File: config.mk
export PLATFORM = sky130hd
export DESIGN_NAME = icache_ctrl
export DESIGN_NICKNAME = d
export VERILOG_FILES = /design/src/rtl/icache_ctrl.sv
export SDC_FILE = /design/constraint.sdc
export NUM_CORES = 1
export LEC_CHECK = 0
export CAP_MARGIN = 20
export CORE_MARGIN = 5
export CORE_UTILIZATION = 30
export DETAILED_ROUTE_END_ITERATION = 8
export PLACE_DENSITY = 0.58
export SYNTH_ARGS = -nofsm -noshare
export SYNTH_HDL_FRONTEND = slang
export SYNTH_SLANG_ARGS = --single-unit
export TNS_END_PERCENT = 20
File: constraint.sdc
create_clock -name clk -period 5.5 [get_ports clk]
set_clock_uncertainty 0.15 [all_clocks]
set_input_delay 0.55 -clock clk [delete_from_list [all_inputs] [get_ports clk]]
set_output_delay 0.55 -clock clk [all_outputs]
set_load 0.005 [all_outputs]
File: src/rtl/icache_ctrl.sv
// icache_ctrl: I-cache miss/maintenance sequencer (lookup, burst refill, index invalidate, reset sweep).
// Optional hit/miss performance counters are enabled by defining ICACHE_PERF_CNT_EN.
`timescale 1ns/1ps
module icache_ctrl #(
    parameter int LINE_WORDS = 4,
    parameter int INDEX_BITS = 7,
    localparam int OFS  = $clog2(LINE_WORDS) + 2,
    localparam int TAGW = 32 - INDEX_BITS - OFS,
    localparam int LW   = 32 * LINE_WORDS
) (
    input  logic                  clk,
    input  logic                  resetn,
    input  logic                  f_req,
    input  logic [31:0]           f_addr,
    output logic                  f_ack,
    output logic                  f_rvalid,
    output logic [31:0]           f_rdata,
    input  logic                  op_req,
    input  logic [INDEX_BITS-1:0] op_index,
    output logic                  op_ack,
    output logic                  c_req,
    output logic [INDEX_BITS-1:0] c_index,
    output logic                  c_valid,
    output logic [TAGW-1:0]       c_tag,
    input  logic                  c_hit,
    input  logic [LW-1:0]         c_row,
    output logic                  c_rvalid,
    output logic [LW-1:0]         c_rdata,
    output logic                  c_clear,
    output logic [INDEX_BITS-1:0] c_clear_idx,
    output logic                  m_arvalid,
    output logic [31:0]           m_araddr,
    output logic [3:0]            m_arlen,
    input  logic                  m_arready,
    input  logic                  m_rvalid,
    input  logic [31:0]           m_rdata,
    input  logic                  m_rlast
`ifdef ICACHE_PERF_CNT_EN
    ,
    output logic [31:0]           perf_hit,
    output logic [31:0]           perf_miss
`endif
);

    localparam int WB     = OFS - 2;
    localparam int WORD_W = 32;
    localparam int IDX_LO = OFS;
    localparam int IDX_HI = OFS + INDEX_BITS - 1;

    typedef enum logic [2:0] {
        S_INIT    = 3'd0,
        S_IDLE    = 3'd1,
        S_LOOKUP  = 3'd2,
        S_MISS_AR = 3'd3,
        S_MISS_R  = 3'd4,
        S_REFILL  = 3'd5
    } state_t;

    state_t                state_r;
    logic [INDEX_BITS-1:0] sweep_r;
    logic [WB-1:0]         beat_r;
    logic [31:OFS]         line_addr_r;
    logic [WB-1:0]         word_r;
    logic [LW-1:0]         line_r;
    logic                  m_arvalid_r;
    logic [31:0]           m_araddr_r;
    logic [3:0]            m_arlen_r;

    logic [INDEX_BITS-1:0] line_idx_s;
    logic [TAGW-1:0]       line_tag_s;
    logic                  unused_s;

    function automatic logic [31:0] pick_word(input logic [LW-1:0] row, input logic [WB-1:0] w);
        return row[w*WORD_W +: WORD_W];
    endfunction

    assign line_idx_s = line_addr_r[IDX_HI:IDX_LO];
    assign line_tag_s = line_addr_r[31:IDX_HI+1];
    assign unused_s   = ^f_addr[1:0];

    assign m_arvalid = m_arvalid_r;
    assign m_araddr  = m_araddr_r;
    assign m_arlen   = m_arlen_r;

    // Strobes and fetch response decoded from the current state and this cycle's inputs.
    always_comb begin
        f_ack       = 1'b0;
        op_ack      = 1'b0;
        c_req       = 1'b0;
        c_index     = '0;
        c_valid     = 1'b0;
        c_tag       = '0;
        c_rvalid    = 1'b0;
        c_rdata     = '0;
        c_clear     = 1'b0;
        c_clear_idx = '0;
        f_rvalid    = 1'b0;
        f_rdata     = 32'h0000_0000;
        case (state_r)
            S_INIT: begin
                c_clear     = 1'b1;
                c_clear_idx = sweep_r;
            end
            S_IDLE: begin
                // Maintenance wins over fetch so an invalidate is never starved.
                if (op_req) begin
                    c_clear     = 1'b1;
                    c_clear_idx = op_index;
                    op_ack      = 1'b1;
                end else if (f_req) begin
                    f_ack   = 1'b1;
                    c_req   = 1'b1;
                    c_index = f_addr[IDX_HI:IDX_LO];
                end else begin
                    c_req = 1'b0;
                end
            end
            S_LOOKUP: begin
                c_valid = 1'b1;
                c_index = line_idx_s;
                c_tag   = line_tag_s;
                if (c_hit) begin
                    f_rvalid = 1'b1;
                    f_rdata  = pick_word(c_row, word_r);
                end else begin
                    f_rvalid = 1'b0;
                end
            end
            S_REFILL: begin
                c_rvalid = 1'b1;
                c_index  = line_idx_s;
                c_rdata  = line_r;
                f_rvalid = 1'b1;
                f_rdata  = pick_word(line_r, word_r);
            end
            default: begin
                c_req = 1'b0;
            end
        endcase
    end

    // Sequencer state, sweep/beat counters, latched request and the registered read-address channel.
    always_ff @(posedge clk or negedge resetn) begin
        if (!resetn) begin
            state_r     <= S_INIT;
            sweep_r     <= '0;
            beat_r      <= '0;
            line_addr_r <= '0;
            word_r      <= '0;
            line_r      <= '0;
            m_arvalid_r <= 1'b0;
            m_araddr_r  <= 32'h0000_0000;
            m_arlen_r   <= 4'h0;
        end else begin
            case (state_r)
                S_INIT: begin
                    sweep_r <= sweep_r + 1'b1;
                    if (&sweep_r) begin
                        state_r <= S_IDLE;
                    end
                end
                S_IDLE: begin
                    if (!op_req && f_req) begin
                        line_addr_r <= f_addr[31:OFS];
                        word_r      <= f_addr[OFS-1:2];
                        state_r     <= S_LOOKUP;
                    end
                end
                S_LOOKUP: begin
                    if (c_hit) begin
                        state_r <= S_IDLE;
                    end else begin
                        state_r     <= S_MISS_AR;
                        m_arvalid_r <= 1'b1;
                        m_araddr_r  <= {line_addr_r, {OFS{1'b0}}};
                        m_arlen_r   <= 4'(LINE_WORDS - 1);
                    end
                end
                S_MISS_AR: begin
                    if (m_arready) begin
                        m_arvalid_r <= 1'b0;
                        beat_r      <= '0;
                        state_r     <= S_MISS_R;
                    end
                end
                S_MISS_R: begin
                    if (m_rvalid) begin
                        line_r[beat_r*WORD_W +: WORD_W] <= m_rdata;
                        beat_r <= beat_r + 1'b1;
                        if (m_rlast) begin
                            state_r <= S_REFILL;
                        end
                    end
                end
                S_REFILL: begin
                    state_r <= S_IDLE;
                end
                default: begin
                    state_r <= S_INIT;
                end
            endcase
        end
    end

`ifdef ICACHE_PERF_CNT_EN
    logic [31:0] perf_hit_r;
    logic [31:0] perf_miss_r;

    // Hit/miss tallies survive the INIT sweep; only resetn clears them.
    always_ff @(posedge clk or negedge resetn) begin
        if (!resetn) begin
            perf_hit_r  <= 32'h0000_0000;
            perf_miss_r <= 32'h0000_0000;
        end else if (state_r == S_LOOKUP) begin
            if (c_hit) begin
                perf_hit_r <= perf_hit_r + 32'h0000_0001;
            end else begin
                perf_miss_r <= perf_miss_r + 32'h0000_0001;
            end
        end
    end

    assign perf_hit  = perf_hit_r;
    assign perf_miss = perf_miss_r;
`endif

    icache_ctrl_chk #(
        .LINE_WORDS (LINE_WORDS),
        .WB         (WB)
    ) u_chk (
        .clk      (clk),
        .resetn   (resetn),
        .in_burst (state_r == S_MISS_R),
        .m_rvalid (m_rvalid),
        .m_rlast  (m_rlast),
        .beat     (beat_r)
    );

endmodule

// Burst protocol checks: rlast exactly on the final beat, no beats outside the data phase.
module icache_ctrl_chk #(
    parameter int LINE_WORDS = 4,
    parameter int WB         = 2
) (
    input logic          clk,
    input logic          resetn,
    input logic          in_burst,
    input logic          m_rvalid,
    input logic          m_rlast,
    input logic [WB-1:0] beat
);
    localparam logic [WB-1:0] LAST_BEAT = WB'(LINE_WORDS - 1);

    a_rlast_on_time: assert property (@(posedge clk) disable iff (!resetn)
        (in_burst && m_rvalid && m_rlast) |-> (beat == LAST_BEAT));
    a_rlast_present: assert property (@(posedge clk) disable iff (!resetn)
        (in_burst && m_rvalid && (beat == LAST_BEAT)) |-> m_rlast);
    a_no_stray_beat: assert property (@(posedge clk) disable iff (!resetn)
        m_rvalid |-> in_burst);
endmodule

# Word level (Yosys, flattened, before mapping)

Index checks and enable logic that the tools add are counted.

Output and inout port bits: 239
Bits of input ports: 207
Word-level logic and storage cells: 74
Register bits after elaboration: 200

Equal/unequal tests: 11
Reduce and logical (&&, ||, !) cells: 13
Multiplexer cells: 33
Bitwise gates (word level): 1
Shift-type cells: 4
$add $sub $neg: 3

Operators with widths:

| kind                                                                      | count |
|---|---|
| 128-bit by 8-bit indexed part select with 32-bit output                   | 2 |
| 128-bit bitwise mux                                                       | 1 |
| 128-bit two-way mux                                                       | 1 |
| 32-bit by 34-bit variable shift with 128-bit output, first input constant | 1 |
| 32-bit by 34-bit indexed part select with 128-bit output                  | 1 |
| 32-bit case mux with 2 select lines                                       | 1 |
| 7-bit negator with 34-bit output                                          | 1 |
| 32-bit two-way mux                                                        | 1 |
| 7-bit case mux with 2 select lines                                        | 2 |
| 21-bit two-way mux                                                        | 1 |
| 7-bit two-way mux                                                         | 3 |
| 3-bit case mux with 6 select lines                                        | 1 |
| 3-bit two-way mux                                                         | 5 |
| 2-bit != test, second input constant                                      | 6 |
| 1-bit two-way mux                                                         | 10 |
| 7-bit by 1-bit adder with 7-bit output, second input constant             | 1 |
| 7-bit AND reduction                                                       | 1 |
| 3-bit by 2-bit equality test with 1-bit output, second input constant     | 2 |
| 3-bit equality test, second input constant                                | 2 |
| 2-bit two-way mux                                                         | 3 |
| 1-bit case mux with 2 select lines                                        | 3 |
| 2-bit AND reduction                                                       | 3 |
| 3-bit AND reduction                                                       | 2 |
| 5-bit AND reduction                                                       | 1 |
| 9 further kinds                                                           | 10 |

# Depth between registers and ports, before layout

Depth in word-level cells: 4
Gate-level depth with buffers: 7
Gate-level depth less buffers: 5

# Worst setup path before layout

OpenSTA, ideal clock, no wires.

Kind: register to output
Start point: reg word_r[0]
End point: out f_rdata[0]
Cell stages (with the launch flop): 5
Required time: 4800 ps
Arrival time: 1488 ps
Path buffers: 2
Path slack: 3312 ps
Cell sequence: dfrtp_1 > buf_6 > buf_2 > mux4_2 > a22o_1

Word-level cells in the longest chain between the ends: 3
Elaborated cells on any way between the ends: 4
Classes of those cells: 2 x shift; 2 x mux

RTL lines:

| what                                                    | line | source |
|---|---|---|
| start, declared                                         | 63   | `logic [WB-1:0] word_r;` |
| start signal, assigned                                  | 165  | `word_r <= f_addr[OFS-1:2];` |
| 128-bit by 8-bit indexed part select with 32-bit output | 74   | `return row[w*WORD_W +: WORD_W];` |
| 32-bit two-way mux                                      | 122  | `if (c_hit) begin` |
| 32-bit case mux with 2 select lines *                   | 99   | `case (state_r)` |
| end, declared                                           | 17   | `output logic [31:0] f_rdata,` |

Every way passes the cells marked *; elsewhere a longest branch is shown, timed or not.

# Worst setup path in the final report

Start point: reg state_r[1]
End point: out f_rdata[28]

Word-level cells in the longest chain between the ends: 2
Elaborated cells on any way between the ends: 3
Classes of those cells: 2 x eq/ne; 1 x mux

RTL lines:

| what                                                                                         | line | source |
|---|---|---|
| start, declared                                                                              | 59   | `state_t state_r;` |
| start signal, assigned                                                                       | 145  | `state_r <= S_INIT;` |
| start signal, assigned                                                                       | 159  | `state_r <= S_IDLE;` |
| start signal, assigned                                                                       | 166  | `state_r <= S_LOOKUP;` |
| 3-bit equality test / 3-bit by 2-bit equality test with 1-bit output (equally long branches) | 99   |  |
| 32-bit case mux with 2 select lines *                                                        | 99   |  |

Marks and branches as above.

==> flow_summary_export.csv <==
group,metric,value,unit
worst_setup_path,cp_slowest_stage_delay,0.84,ns
grt,grt_max_degree,122,
timing,finalCriticalPeriod,4.08,ns
power,p_int,0.00451,W
final_layout,drive_gt1_frac,0.127,
synthesis,synth_common_cells,"200 x dfrtp_1, 134 x inv_1, 133 x nand4_1",
route,drc,0,
synthesis,synth_cell_types,41,
power,p_switching,0.00288,W
clock_tree,post_cts_resized,0,
worst_setup_path,slowest_stage,"and2_2",
worst_setup_path,cp_max_fo,33,
clock_tree,cts_buffer_depth,2,
place,io_buffers,437,
synthesis,ys_warn_count,0,
timing,drv_slew,0,
clock_tree,post-cts-setup-buffers,0,
clock_tree,clock_latency,0.44,ns
worst_setup_path,crit_chain,"nor3b_2 > buf_4 > and2_2 > a22o_1 > clkdlybuf4s50_1",
grt,grt_pass1_wl,72900,um
worst_setup_path,path_class,"flop to output pin",
clock_tree,cts_inserted_buffers,17,
clock_tree,cts_tree,"built",
clock_tree,clock-root-buffer,"clkbuf_16",
place,pre_cts_slack,1.85,ns
synthesis,synth.largest_area_cell,"dfrtp_1",
route,ant_nets,0,
timing,period_share,0.742,
outcome,status,"finished clean",
die,num_rows,71,
timing,worstMarginPinSlew,1.03,ns
place,placedCellCount,1946,
clock_tree,htreeDepth,4,
timing,fmax,245,MHz
route,avgRoutedWirePerCell,25.0,um
worst_setup_path,setup.worst_path.start_class,"flop",
final_layout,seq_area,5010,um^2
route,avgViaCountPerCell,5.40,
power,pwr-share-comb,0.483,
final_layout,diodes,0,
power,p_leak,6.61,nW
route,drtIter0Drc,923,
synthesis,syn_area_per_cell,10.3,um^2
timing,tns,0,ns
timing,hold_viol,0,
worst_setup_path,setup.worst_path.end_class,"output pin",
grt,grt_util_all_layers,0.230,
worst_setup_path,critPathTopFamily,"simple AND/OR/NAND/NOR gates",
timing,finalSetupViolations,0,
place,dp_hpwl,34200,um
synthesis,yosysTopAreaCellShare,0.439,
synthesis,synth_edf_count,0,
final_layout,fin_util,0.442,
timing,fin_ws,1.42,ns
worst_setup_path,rrSetupSlack,2.33,ns
route,routed_wirelength,49500,um
timing,rsz0062_at_grt,"false",
die,start_util,0.303,
final_layout,fillers,3621,
route,drt-pass1-iter-count,5,
power,p_sw_frac,0.390,
power,p_seq_frac,0.334,
synthesis,async_flop_share,1.00,
power,power_per_cell_area,445,nW/um^2
timing,max-slew-margin-rel,0.308,
flow_run,max_cap_violations,0,
clock_tree,hold_buffers,1,
final_layout,layout.cells.non_filler,1980,
route,vias,10700,
timing,fin_hold_ws,0.338,ns
worst_setup_path,arrival,3.38,ns
final_layout,multi_input_area,5270,um^2
synthesis,ys_ff_latch,200,
place,place.gp.congestion,0.814,
synthesis,seq_area_frac_synth,0.439,
grt,grt_pass1_vias,11300,
die,core-area,37600,um^2
synthesis,yosysMostFrequentCell,"dfrtp_1",
final_layout,nets,1669,
die,die-area,42000,um^2
synthesis,synthFlopType,"dfrtp_1",
die,ios,446,
synthesis,synth_cells,1105,
power,power.share.clock,0.183,
synthesis,syn_area,11400,um^2
worst_setup_path,cp_num_buf_inv,2,
clock_tree,clk_pin_slew,0.07,ns
grt,grt_overflow_total,0,
hold_path,min_path_type,"flop to flop",
synthesis,synthTopCellsByArea,"dfrtp_1 44%, mux4_2 13%, nand4_1 7.3%",
clock_tree,numClockSinks,200,
die,die_w,205,um
grt,antenna_found_initial,6,
power,irDropWorstVdd,0.000221,V
die,die_y,205,um
worst_setup_path,worstPathRequired,4.80,ns
final_layout,syn2layout_area_growth,45.8,%
power by group through the flow:
stage	sequential, W	clock, W	combinational, W
6_report	0.00247	0.00135	0.00357
5_1_grt	0.00255	0.00145	0.00384
4_1_cts	0.00248	0.00140	0.00360
3_5_place_dp	0.00251	0	0.00359
3_3_place_gp	0.00248	0	0.00357
2_1_floorplan	0.00217	0	0.00204
worst paths after layout:
check / from / end / cells after the start
setup / recovery: state_r[1]$_DFFE_PN0P_ / f_rdata[28] / 5
hold / removal: m_araddr[29]$_DFFE_PN0P_ / m_araddr[29]$_DFFE_PN0P_ / 1
setup reg to reg: state_r[2]$_DFFE_PN0P_ / line_r[24]$_DFFE_PN0P_ / 5
hold reg to reg: m_araddr[29]$_DFFE_PN0P_ / m_araddr[29]$_DFFE_PN0P_ / 1
max in group asynchronous: resetn / word_r[1]$_DFFE_PN0P_ / 3
min in group asynchronous: resetn / line_r[96]$_DFFE_PN0P_ / 2
cell type report:
type                    instances  area share
inverters                     134      0.0304
multi-input cells             646       0.317
clock buffers                  20      0.0275
repair buffers                457       0.275
well taps                     511      0.0385
flip-flops and latches        200       0.302
clock inverters                12     0.00971
state kept, by name, summed over array words and instances, names as in the netlist:
signal and flops:
m_arvalid 1, line_addr_r 28, beat_r 2, m_araddr 28, word_r 2, state_r 3, line_r 128, sweep_r 7
m_arlen 1
through the flow:
step	area, um^2	total power, W
floorplan	11400	0.00421
global placement	16000	0.00605
detailed placement	16000	0.00609
CTS	16600	0.00747
global route	16600	0.00783
finish	16600	0.00739
cell usage in the layout (no fill, tap or decap), types with 4 or more instances in the layout:
master,n
a22o_1,46
and2_1,26
and3_1,4
buf_4,16
clkbuf_16,17
clkdlybuf4s50_1,436
conb_1,6
dfrtp_1,198
ha_2,4
inv_1,133
inv_6,4
mux2_1,9
mux2_2,50
mux4_2,64
nand2_1,5
nand4_1,133
nor3_1,129
nor3b_2,4
o21ai_0,107
o21ai_1,25
xnor2_1,5
routing by layer:
layer  share of wire  wire, um  vias to the layer above  global-route usage
li1                -         -                     4714                   -
met1            0.40     19700                     5339               0.290
met2            0.47     23100                      552               0.367
met3           0.097      4790                       86              0.0752
met4           0.038      1880                        6              0.0926
met5         0.00083        41                        -                   0
cell families (layout without fill, tap and decap cells):
| group | Yosys count | in the layout | synth area share |
|---|---|---|---|
| AND/OR/NAND/NOR | 318 | 318 | 0.161 |
| buffers and inverters | 264 | 623 | 0.105 |
| flip-flops | 200 | 200 | 0.439 |
| AO/OA/AOI/OAI | 186 | 186 | 0.0979 |
| multiplexers | 124 | 124 | 0.186 |
| adder cells (fa/ha/maj) | 6 | 6 | 0.00659 |
| XOR/XNOR | 6 | 6 | 0.00461 |
| other | 1 | 6 | 0.000329 |
No activity file was read; power rests on OpenSTA's default activity.
